$ cat config.mk
export PLATFORM = sky130hd
export DESIGN_NAME = handshake_burst_fifo
export DESIGN_NICKNAME = d
export VERILOG_FILES = /design/src/rtl/handshake_fifo_pkg.sv /design/src/rtl/fifo_regfile_2p.sv /design/src/rtl/handshake_burst_fifo.sv
export SDC_FILE = /design/constraint.sdc
export NUM_CORES = 1
export LEC_CHECK = 0
export ABC_AREA = 1
export CAP_MARGIN = 25
export CELL_PAD_IN_SITES_DETAIL_PLACEMENT = 1
export CELL_PAD_IN_SITES_GLOBAL_PLACEMENT = 1
export CORE_MARGIN = 2
export CORE_UTILIZATION = 51
export DETAILED_ROUTE_END_ITERATION = 6
export PLACE_DENSITY_LB_ADDON = 0.1
export RECOVER_POWER = 50
export SETUP_SLACK_MARGIN = 0.4
export SLEW_MARGIN = 20
export SYNTH_ARGS = -nofsm -noshare
export SYNTH_HDL_FRONTEND = slang
export SYNTH_SLANG_ARGS = --single-unit
$ cat constraint.sdc
create_clock -name clk -period 4.6 [get_ports clk]
set_clock_uncertainty 0.15 [all_clocks]
set_input_delay 0.69 -clock clk [delete_from_list [all_inputs] [get_ports clk]]
set_output_delay 0.69 -clock clk [all_outputs]
set_load 0.05 [all_outputs]
$ cat src/rtl/handshake_fifo_pkg.sv
// Shared helpers for the handshake burst FIFO: width derivation, pointer
// compare functions and the per-cycle operation encoding.
package handshake_fifo_pkg;

  // Widest pointer the compare helpers accept; callers zero-extend into it.
  localparam int PTR_BUS_W = 32;

  typedef logic [PTR_BUS_W-1:0] ptr_bus_t;

  // Encoded as {pop, push} so the handshake bits cast straight into it.
  typedef enum logic [1:0] {
    OP_IDLE = 2'b00,
    OP_PUSH = 2'b01,
    OP_POP  = 2'b10,
    OP_BOTH = 2'b11
  } fifo_op_e;

  function automatic int clog2(input int value);
    int result;
    result = 0;
    for (int i = 0; i < 31; i++) begin
      if ((1 << i) < value) result = i + 1;
    end
    return result;
  endfunction

  // Index bits plus one wrap bit.
  function automatic int ptr_width(input int depth);
    return clog2(depth) + 1;
  endfunction

  function automatic logic ptrs_empty(input ptr_bus_t rd_ptr, input ptr_bus_t wr_ptr);
    return rd_ptr == wr_ptr;
  endfunction

  // Full when the index bits match and only the wrap bit differs.
  function automatic logic ptrs_full(input ptr_bus_t rd_ptr, input ptr_bus_t wr_ptr,
                                     input int idx_w);
    return (rd_ptr ^ wr_ptr) == (ptr_bus_t'(1) << idx_w);
  endfunction

endpackage

$ cat src/rtl/fifo_regfile_2p.sv
// DEPTH x DATA_WIDTH register array: one synchronous write port and one
// asynchronous read port.
module fifo_regfile_2p
  import handshake_fifo_pkg::*;
#(
  parameter int DATA_WIDTH = 8,
  parameter int DEPTH      = 16,
  parameter int ADDR_W     = clog2(DEPTH)
) (
  input  logic                  clk,
  input  logic                  we,
  input  logic [ADDR_W-1:0]     waddr,
  input  logic [DATA_WIDTH-1:0] wdata,
  input  logic [ADDR_W-1:0]     raddr,
  output logic [DATA_WIDTH-1:0] rdata
);

  logic [DATA_WIDTH-1:0] mem [DEPTH];

  // NOTE: storage carries no reset; pointers alone define which entries are
  // valid, and leaving the array unreset lets it map onto plain flops/LUTRAM.
  always_ff @(posedge clk) begin
    if (we) mem[waddr] <= wdata;
  end

  assign rdata = mem[raddr];

endmodule

$ cat src/rtl/handshake_burst_fifo.sv
// Burst-absorbing first-word-fall-through FIFO ahead of the CDC handshake
// synchronizer. Define HANDSHAKE_BURST_FIFO_WATERMARK_EN for peak_level tracking.
module handshake_burst_fifo
  import handshake_fifo_pkg::*;
#(
  parameter int DATA_WIDTH = 8,
  parameter int DEPTH      = 16,
  parameter int AF_THRESH  = 12
) (
  input  logic                     clk,
  input  logic                     rst,
  input  logic                     in_valid,
  input  logic [DATA_WIDTH-1:0]    in_data,
  output logic                     in_ready,
  output logic                     out_valid,
  output logic [DATA_WIDTH-1:0]    out_data,
  input  logic                     out_ready,
  output logic [$clog2(DEPTH):0]   level,
  output logic                     almost_full,
  output logic [$clog2(DEPTH):0]   peak_level,
  input  logic                     peak_clr
);

  localparam int IDX_W = clog2(DEPTH);
  localparam int PTR_W = ptr_width(DEPTH);
  localparam logic [PTR_W-1:0] AF_LEVEL = PTR_W'(AF_THRESH);
  localparam logic [PTR_W-1:0] ONE      = PTR_W'(1);

  logic [PTR_W-1:0] rd_ptr_q, rd_ptr_d;
  logic [PTR_W-1:0] wr_ptr_q, wr_ptr_d;
  logic [PTR_W-1:0] level_q,  level_d;
  logic             almost_full_q, almost_full_d;

  logic     full;
  logic     empty;
  logic     push;
  logic     pop;
  fifo_op_e op;

  // Flags come from registered pointers only, so in_ready never depends on out_ready.
  assign empty = ptrs_empty(ptr_bus_t'(rd_ptr_q), ptr_bus_t'(wr_ptr_q));
  assign full  = ptrs_full(ptr_bus_t'(rd_ptr_q), ptr_bus_t'(wr_ptr_q), IDX_W);

  assign in_ready  = !full;
  assign out_valid = !empty;
  assign push      = in_valid && in_ready;
  assign pop       = out_valid && out_ready;
  assign op        = fifo_op_e'({pop, push});

  // NOTE: every always_comb output gets its hold value first, so no path
  // through the case can leave a signal unassigned and infer a latch.
  always_comb begin
    rd_ptr_d = rd_ptr_q;
    wr_ptr_d = wr_ptr_q;
    level_d  = level_q;
    unique case (op)
      OP_PUSH: begin
        wr_ptr_d = wr_ptr_q + ONE;
        level_d  = level_q + ONE;
      end
      OP_POP: begin
        rd_ptr_d = rd_ptr_q + ONE;
        level_d  = level_q - ONE;
      end
      OP_BOTH: begin
        wr_ptr_d = wr_ptr_q + ONE;
        rd_ptr_d = rd_ptr_q + ONE;
      end
      default: ;
    endcase
    almost_full_d = (level_d >= AF_LEVEL);
  end

  // NOTE: sequential state uses non-blocking assignments so every flop
  // samples the pre-edge values regardless of statement order.
  always_ff @(posedge clk) begin
    if (rst) begin
      rd_ptr_q      <= '0;
      wr_ptr_q      <= '0;
      level_q       <= '0;
      almost_full_q <= 1'b0;
    end else begin
      rd_ptr_q      <= rd_ptr_d;
      wr_ptr_q      <= wr_ptr_d;
      level_q       <= level_d;
      almost_full_q <= almost_full_d;
    end
  end

  assign level       = level_q;
  assign almost_full = almost_full_q;

  fifo_regfile_2p #(
    .DATA_WIDTH (DATA_WIDTH),
    .DEPTH      (DEPTH),
    .ADDR_W     (IDX_W)
  ) u_regfile (
    .clk   (clk),
    .we    (push),
    .waddr (wr_ptr_q[IDX_W-1:0]),
    .wdata (in_data),
    .raddr (rd_ptr_q[IDX_W-1:0]),
    .rdata (out_data)
  );

`ifdef HANDSHAKE_BURST_FIFO_WATERMARK_EN
  logic [PTR_W-1:0] peak_level_q, peak_level_d;

  // A clear reloads from the next level, so the clear cycle's occupancy is kept.
  always_comb begin
    peak_level_d = peak_level_q;
    if (peak_clr) begin
      peak_level_d = level_d;
    end else if (level_d > peak_level_q) begin
      peak_level_d = level_d;
    end
  end

  always_ff @(posedge clk) begin
    if (rst) peak_level_q <= '0;
    else     peak_level_q <= peak_level_d;
  end

  assign peak_level = peak_level_q;
`else
  logic unused_peak_clr;
  assign unused_peak_clr = peak_clr;
  assign peak_level      = '0;
`endif

endmodule
# --- Yosys cells after proc, flatten, opt, wreduce, memory -nomap -nowiden ---
# Memory sizes are Yosys's and may differ from the RTL's. A register that Yosys moved wholly into a read port is not among the register bits.
# Cells that the tools add are included.
totals:
  regBits: 16
  mem_bits_rw: 128
  inputBits: 13
  out_inout_bits: 21
  word_cells: 27
  n_memories: 1
mem_list:
  columns: ["memory", "words", "width", "read_ports", "rd_ports_with_merged_regs", "write_ports", "line_no", "source"]
  rows:
  - ["u_regfile.mem", 16, 8, 1, 1, 1, "fifo_regfile_2p.sv:18", "logic [DATA_WIDTH-1:0] mem [DEPTH];"]
op_classes:
  add_sub_neg: 4
  magnitude_cmp: 1
  n_eq_ne: 5
  mux: 5
  bitwise: 1
  n_reduce_logical: 6
ops:
  columns: ["cell", "n"]
  rows:
  - ["5-bit by 1-bit adder with 5-bit output (second input constant)", 3]
  - ["5-bit one-hot mux with 2 select lines", 1]
  - ["4-bit 2-to-1 mux", 2]
  - ["5-bit == test", 1]
  - ["5-bit == test (second input constant)", 1]
  - ["5-bit by 4-bit >= comparator with 1-bit output (second input constant)", 1]
  - ["5-bit by 1-bit subtractor with 5-bit output (second input constant)", 1]
  - ["5-bit bitwise XOR", 1]
  - ["2-bit == test (second input constant)", 2]
  - ["2-bit OR reduction", 2]
  - ["2-bit by 1-bit == test with 1-bit output (second input constant)", 1]
  - ["1-bit logical AND", 2]
  - ["1-bit zero test", 2]
  - ["1-bit 2-to-1 mux", 2]

# --- Depth between registers and ports, before layout ---
logic_depth:
  word_depth: 8
  depth_mapped: 18
  depth_no_buf: 18

# --- Hierarchy ---
# A second synthesis with hierarchy kept.
hier_totals:
  cells_unflattened: 684
  hier_area_um2: 6607.6
by_module_without_submodules:
  columns: ["mod", "instances", "cells_each", "area_per_inst_um2", "seq_area_each_um2"]
  rows:
  - ["fifo_regfile_2p", 1, 543, 5606.6, 3843.7]
  - ["handshake_burst_fifo", 1, 141, 1001.0, 320.3]

# --- Worst setup path after synthesis ---
# No wires, ideal clock.
synth_path:
  path_kind: "reg-to-reg"
  startpoint: "reg wr_ptr_q[1]"
  endpoint: "reg almost_full_q, in the netlist almost_full"
  setup_time_ns: 0.113
  arrival_time_ns: 2.495
  t_required_ns: 4.337
  setup_slack_ns: 1.842
  stages_incl_launch_ff: 15
  path_buffers: 0
  cell_sequence: "dfxtp_1 inv_1 nand2_1 nand2_1 nor2_1 nand3b_1 nand2_1 inv_1 ha_1 ha_1 or2_2 nand3_1 nand3_1 nand2_1 nand2_1"
synth_between:
  word_cells_on_any_way: 11
  classes_between: "order compare: 1; eq/ne: 4; mux: 1; bitwise: 1; reduce/logical: 4"
synth_lines:
  columns: ["item", "line_no", "source"]
  rows:
  - ["from (decl)", "handshake_burst_fifo.sv:30", "logic [PTR_W-1:0] wr_ptr_q, wr_ptr_d;"]
  - ["from (signal assigned)", "handshake_burst_fifo.sv:84", "wr_ptr_q <= wr_ptr_d;"]
  - ["5-bit == test (*)", "handshake_fifo_pkg.sv:33", "return rd_ptr == wr_ptr;"]
  - ["1-bit zero test (*)", "handshake_burst_fifo.sv:45", "assign out_valid = !empty;"]
  - ["named net out_valid", "handshake_burst_fifo.sv:15", "output logic out_valid,"]
  - ["1-bit logical AND (*)", "handshake_burst_fifo.sv:47", "assign pop = out_valid && out_ready;"]
  - ["2-bit == test or 2-bit by 1-bit == test with 1-bit output (tied branches)", "handshake_burst_fifo.sv:56", "unique case (op)"]
  - ["5-bit one-hot mux with 2 select lines (*)", "handshake_burst_fifo.sv:56", null]
  - ["5-bit by 4-bit >= comparator with 1-bit output (*)", "handshake_burst_fifo.sv:71", "almost_full_d = (level_d >= AF_LEVEL);"]
  - ["to (signal assigned)", "handshake_burst_fifo.sv:86", "almost_full_q <= almost_full_d;"]
  - ["to (decl)", "handshake_burst_fifo.sv:32", "logic almost_full_q, almost_full_d;"]
# The timed path passes the listed nets; every way through them passes the cells marked *.
# A chain may end at the register's enable or synchronous reset.

==> flow_summary.ini <==
[outcome]
status = complete, no violations

[clock_tree]
clk_pin_slew_ns = 0.06
root_buffer = clkbuf_16
post_cts_buffers = 0
cts_buffer_depth = 2
numCtsBuffers = 17
clock_sinks = 148
cts_tree = done
clk_latency_ns = 0.42
cts_resized = 0
holdBufCountCts = 0
cts_max_level = 4

[synth]
avgSynthCellArea_sq_um = 9.83
synth_compound_area_share_pct = 1.96
netlist.area_leader.share_pct = 58.5
synth_xor_xnor_area_share_pct = 0.533
ys_ff_latch = 148
ys_types = 27
synthAdderAreaFrac_pct = 2.40
synth_cells = 668
synth_top_family_by_area = simple AND/OR/NAND/NOR gates
muxShareOfSynthArea_pct = 0
synth_area_leaders = edfxtp_1 59%, nand2_1 14%, dfxtp_1 6.1%
ys_seq_area_share_pct = 64.6
yosysWarnings = 0
synthSimpleGateAreaFrac_pct = 24.0
synth_top_area_cell = edfxtp_1
syn_area_sq_mm = 0.00657

[hold_path]
hp-class = reg2reg

[pwr]
ir_worst_vdd_uv = 370
p_leak_nw = 3.09
power_density_mw_per_mm2 = 559

[routing]
wl_per_cell_microns = 19.4
drt_wl_total_microns = 17000
via_per_inst = 5.33
postRouteAntennaNets = 0
drc = 0
firstDrtPassIters = 5
drt_iter0_drc = 485
via_count = 4675

[floorplanning]
core_area_sq_mm = 0.0126
fp.dieArea_sq_mm = 0.0138
io_pins = 34
start_util_pct = 52.1
die_h_microns = 117
die_w_microns = 117
rows = 41

[timing]
tns_ns = 0
fin_crit_sh_pct = 82.5
rsz0062_at_grt = no
fmax_ghz = 0.263
fin_crit_ns = 3.80
hold_ws_ns = 0.370
relSlewSlack_pct = 41.6
finalSetupViolations = 0
maxSlewViolCount = 0
max_slew.worst_pin.slew_ns = 0.873
hold_viol = 0

[cells_and_area]
nFillCells = 1422
final_nets = 717
insertedDiodeCount = 0
final_util_pct = 59.8
drive_gt1_share_pct = 6.81
syn_to_final_growth_pct = 14.9
final_cell_area_sq_mm = 0.00754

[global_routing]
overflow = 0
grt_pass1_vias = 4966
grt_pass1_wl_microns = 26800
grt_max_degree = 63
grt_util_all_layers_pct = 26.0
grt_antenna_before_repair = 0

[run]
drv_cap = 0

[setup_path]
cp-start-kind = flop
critPathKind = reg2out
cp.arrival_ns = 2.96
reg2reg_slack_ns = 1.22
worstPathMaxFanout = 62
required_ns = 3.76
critPathCaptureType = output pin

[placement]
io_buffers = 27
place_area_sq_mm = 0.00695
place_congestion = 0.795
dpl.hpwl_microns = 10500
==> sequential cells by signal, summed over array words and instances, names as in the netlist, named ones only <==
| register | cells |
|---|---|
| level | 5 |
| wr_ptr_q | 5 |
| almost_full | 1 |
| rd_ptr_q | 5 |
| u_regfile.mem | 128 |
==> report_power, final <==
part           internal, W  switching (W)  total, W
Clock             0.000903       0.000533   0.00144
Combinational     0.000347       0.000846   0.00119
Sequential         0.00154      0.0000493   0.00158
Total              0.00279        0.00143   0.00421
==> logic make-up after synthesis <==
kind of cell / after synthesis
fa+ha+maj: 12
simple gates: 382
xor+xnor: 4
buf+inv: 96
compound gates: 25
other cells: 1
flops: 148
==> Yosys cell counts <==
library cell  number
edfxtp_1         128
conb_1             1
buf_4              8
a31oi_1            1
nand3_2            1
buf_2             13
clkbuf_1           7
xor2_1             3
a21oi_1           10
dfxtp_1           20
inv_2              3
buf_12             1
o211ai_1           1
nand3b_1           1
or2_2              2
inv_1             61
nand2_1          250
xnor2_1            1
ha_1              11
o21ai_0           13
nor2_2             9
nor2_1            40
nand2_4            1
fa_1               1
buf_1              3
nand3_1           74
nor3_1             4
==> metrics by stage <==
stage               setup WS (ns)  std cells  total power [W]
floorplan                    1.84        672          0.00241
global placement             1.29        845          0.00274
detailed placement           1.26        845          0.00279
CTS                         0.789        877          0.00423
global route                0.617        877          0.00440
finish                      0.804        877          0.00421
==> worst max-delay path, stage by stage, from the launching register on <==
cell,delay (ns)
dfxtp_2,0.41
buf_4,0.57
nor2_1,0.11
nor2_1,0.10
o21ai_0,0.09
nand3_1,0.11
nand3_1,0.16
nand2_1,0.13
clkdlybuf4s50_1,0.80
==> layout make-up <==
cell class	count	area, sq um	share of cell area (%)
sequential	148	4250	56.3
multi-input combinational	428	1900	25.2
clock buffer	18	429	5.69
timing repair buffer	33	328	4.34
inverter	64	240	3.18
tap	172	215	2.85
clock inverter	14	188	2.49
==> final timing paths <==
check	startpoint	cells after the start	end
setup / recovery	flop	8	out_data[1]
setup reg to reg	wr_ptr_q[2]	17	almost_full
hold / removal	level[0]	1	level[0]
hold reg to reg	level[0]	1	level[0]
==> metal layers <==
layer / vias up / wire length, microns / global-route usage (%) / part of all wire, %
li1: 2213 / - / - / -
met1: 2277 / 6720 / 31.6 / 40
met2: 140 / 8610 / 44.2 / 51
met3: 45 / 863 / 4.36 / 5.1
met4: 0 / 777 / 14.3 / 4.6
met5: - / 0 / 0 / 0
==> layout by cell type, fill, tap and decap left out <==
cell	count
nand2_1	251
edfxtp_1	128
nand3_1	74
inv_1	61
nor2_1	44
dfxtp_1	19
clkdlybuf4s50_1	19
clkbuf_16	17
o21ai_0	13
ha_1	11
a21oi_1	10
dlygate4sd3_1	8
nor2_2	5
conb_1	5
buf_4	5
nor3_1	4
bufinv_16	4
inv_2	3
xor2_1	3
clkinvlp_4	3
clkinv_4	3
clkinv_2	3
or2_2	2
o211ai_1	1
nand3_2	1
nand3b_1	1
xnor2_1	1
a31oi_1	1
fa_1	1
dfxtp_2	1
clkinv_1	1
clkbuf_1	1
buf_12	1
Power figures use the tool's default switching activity.
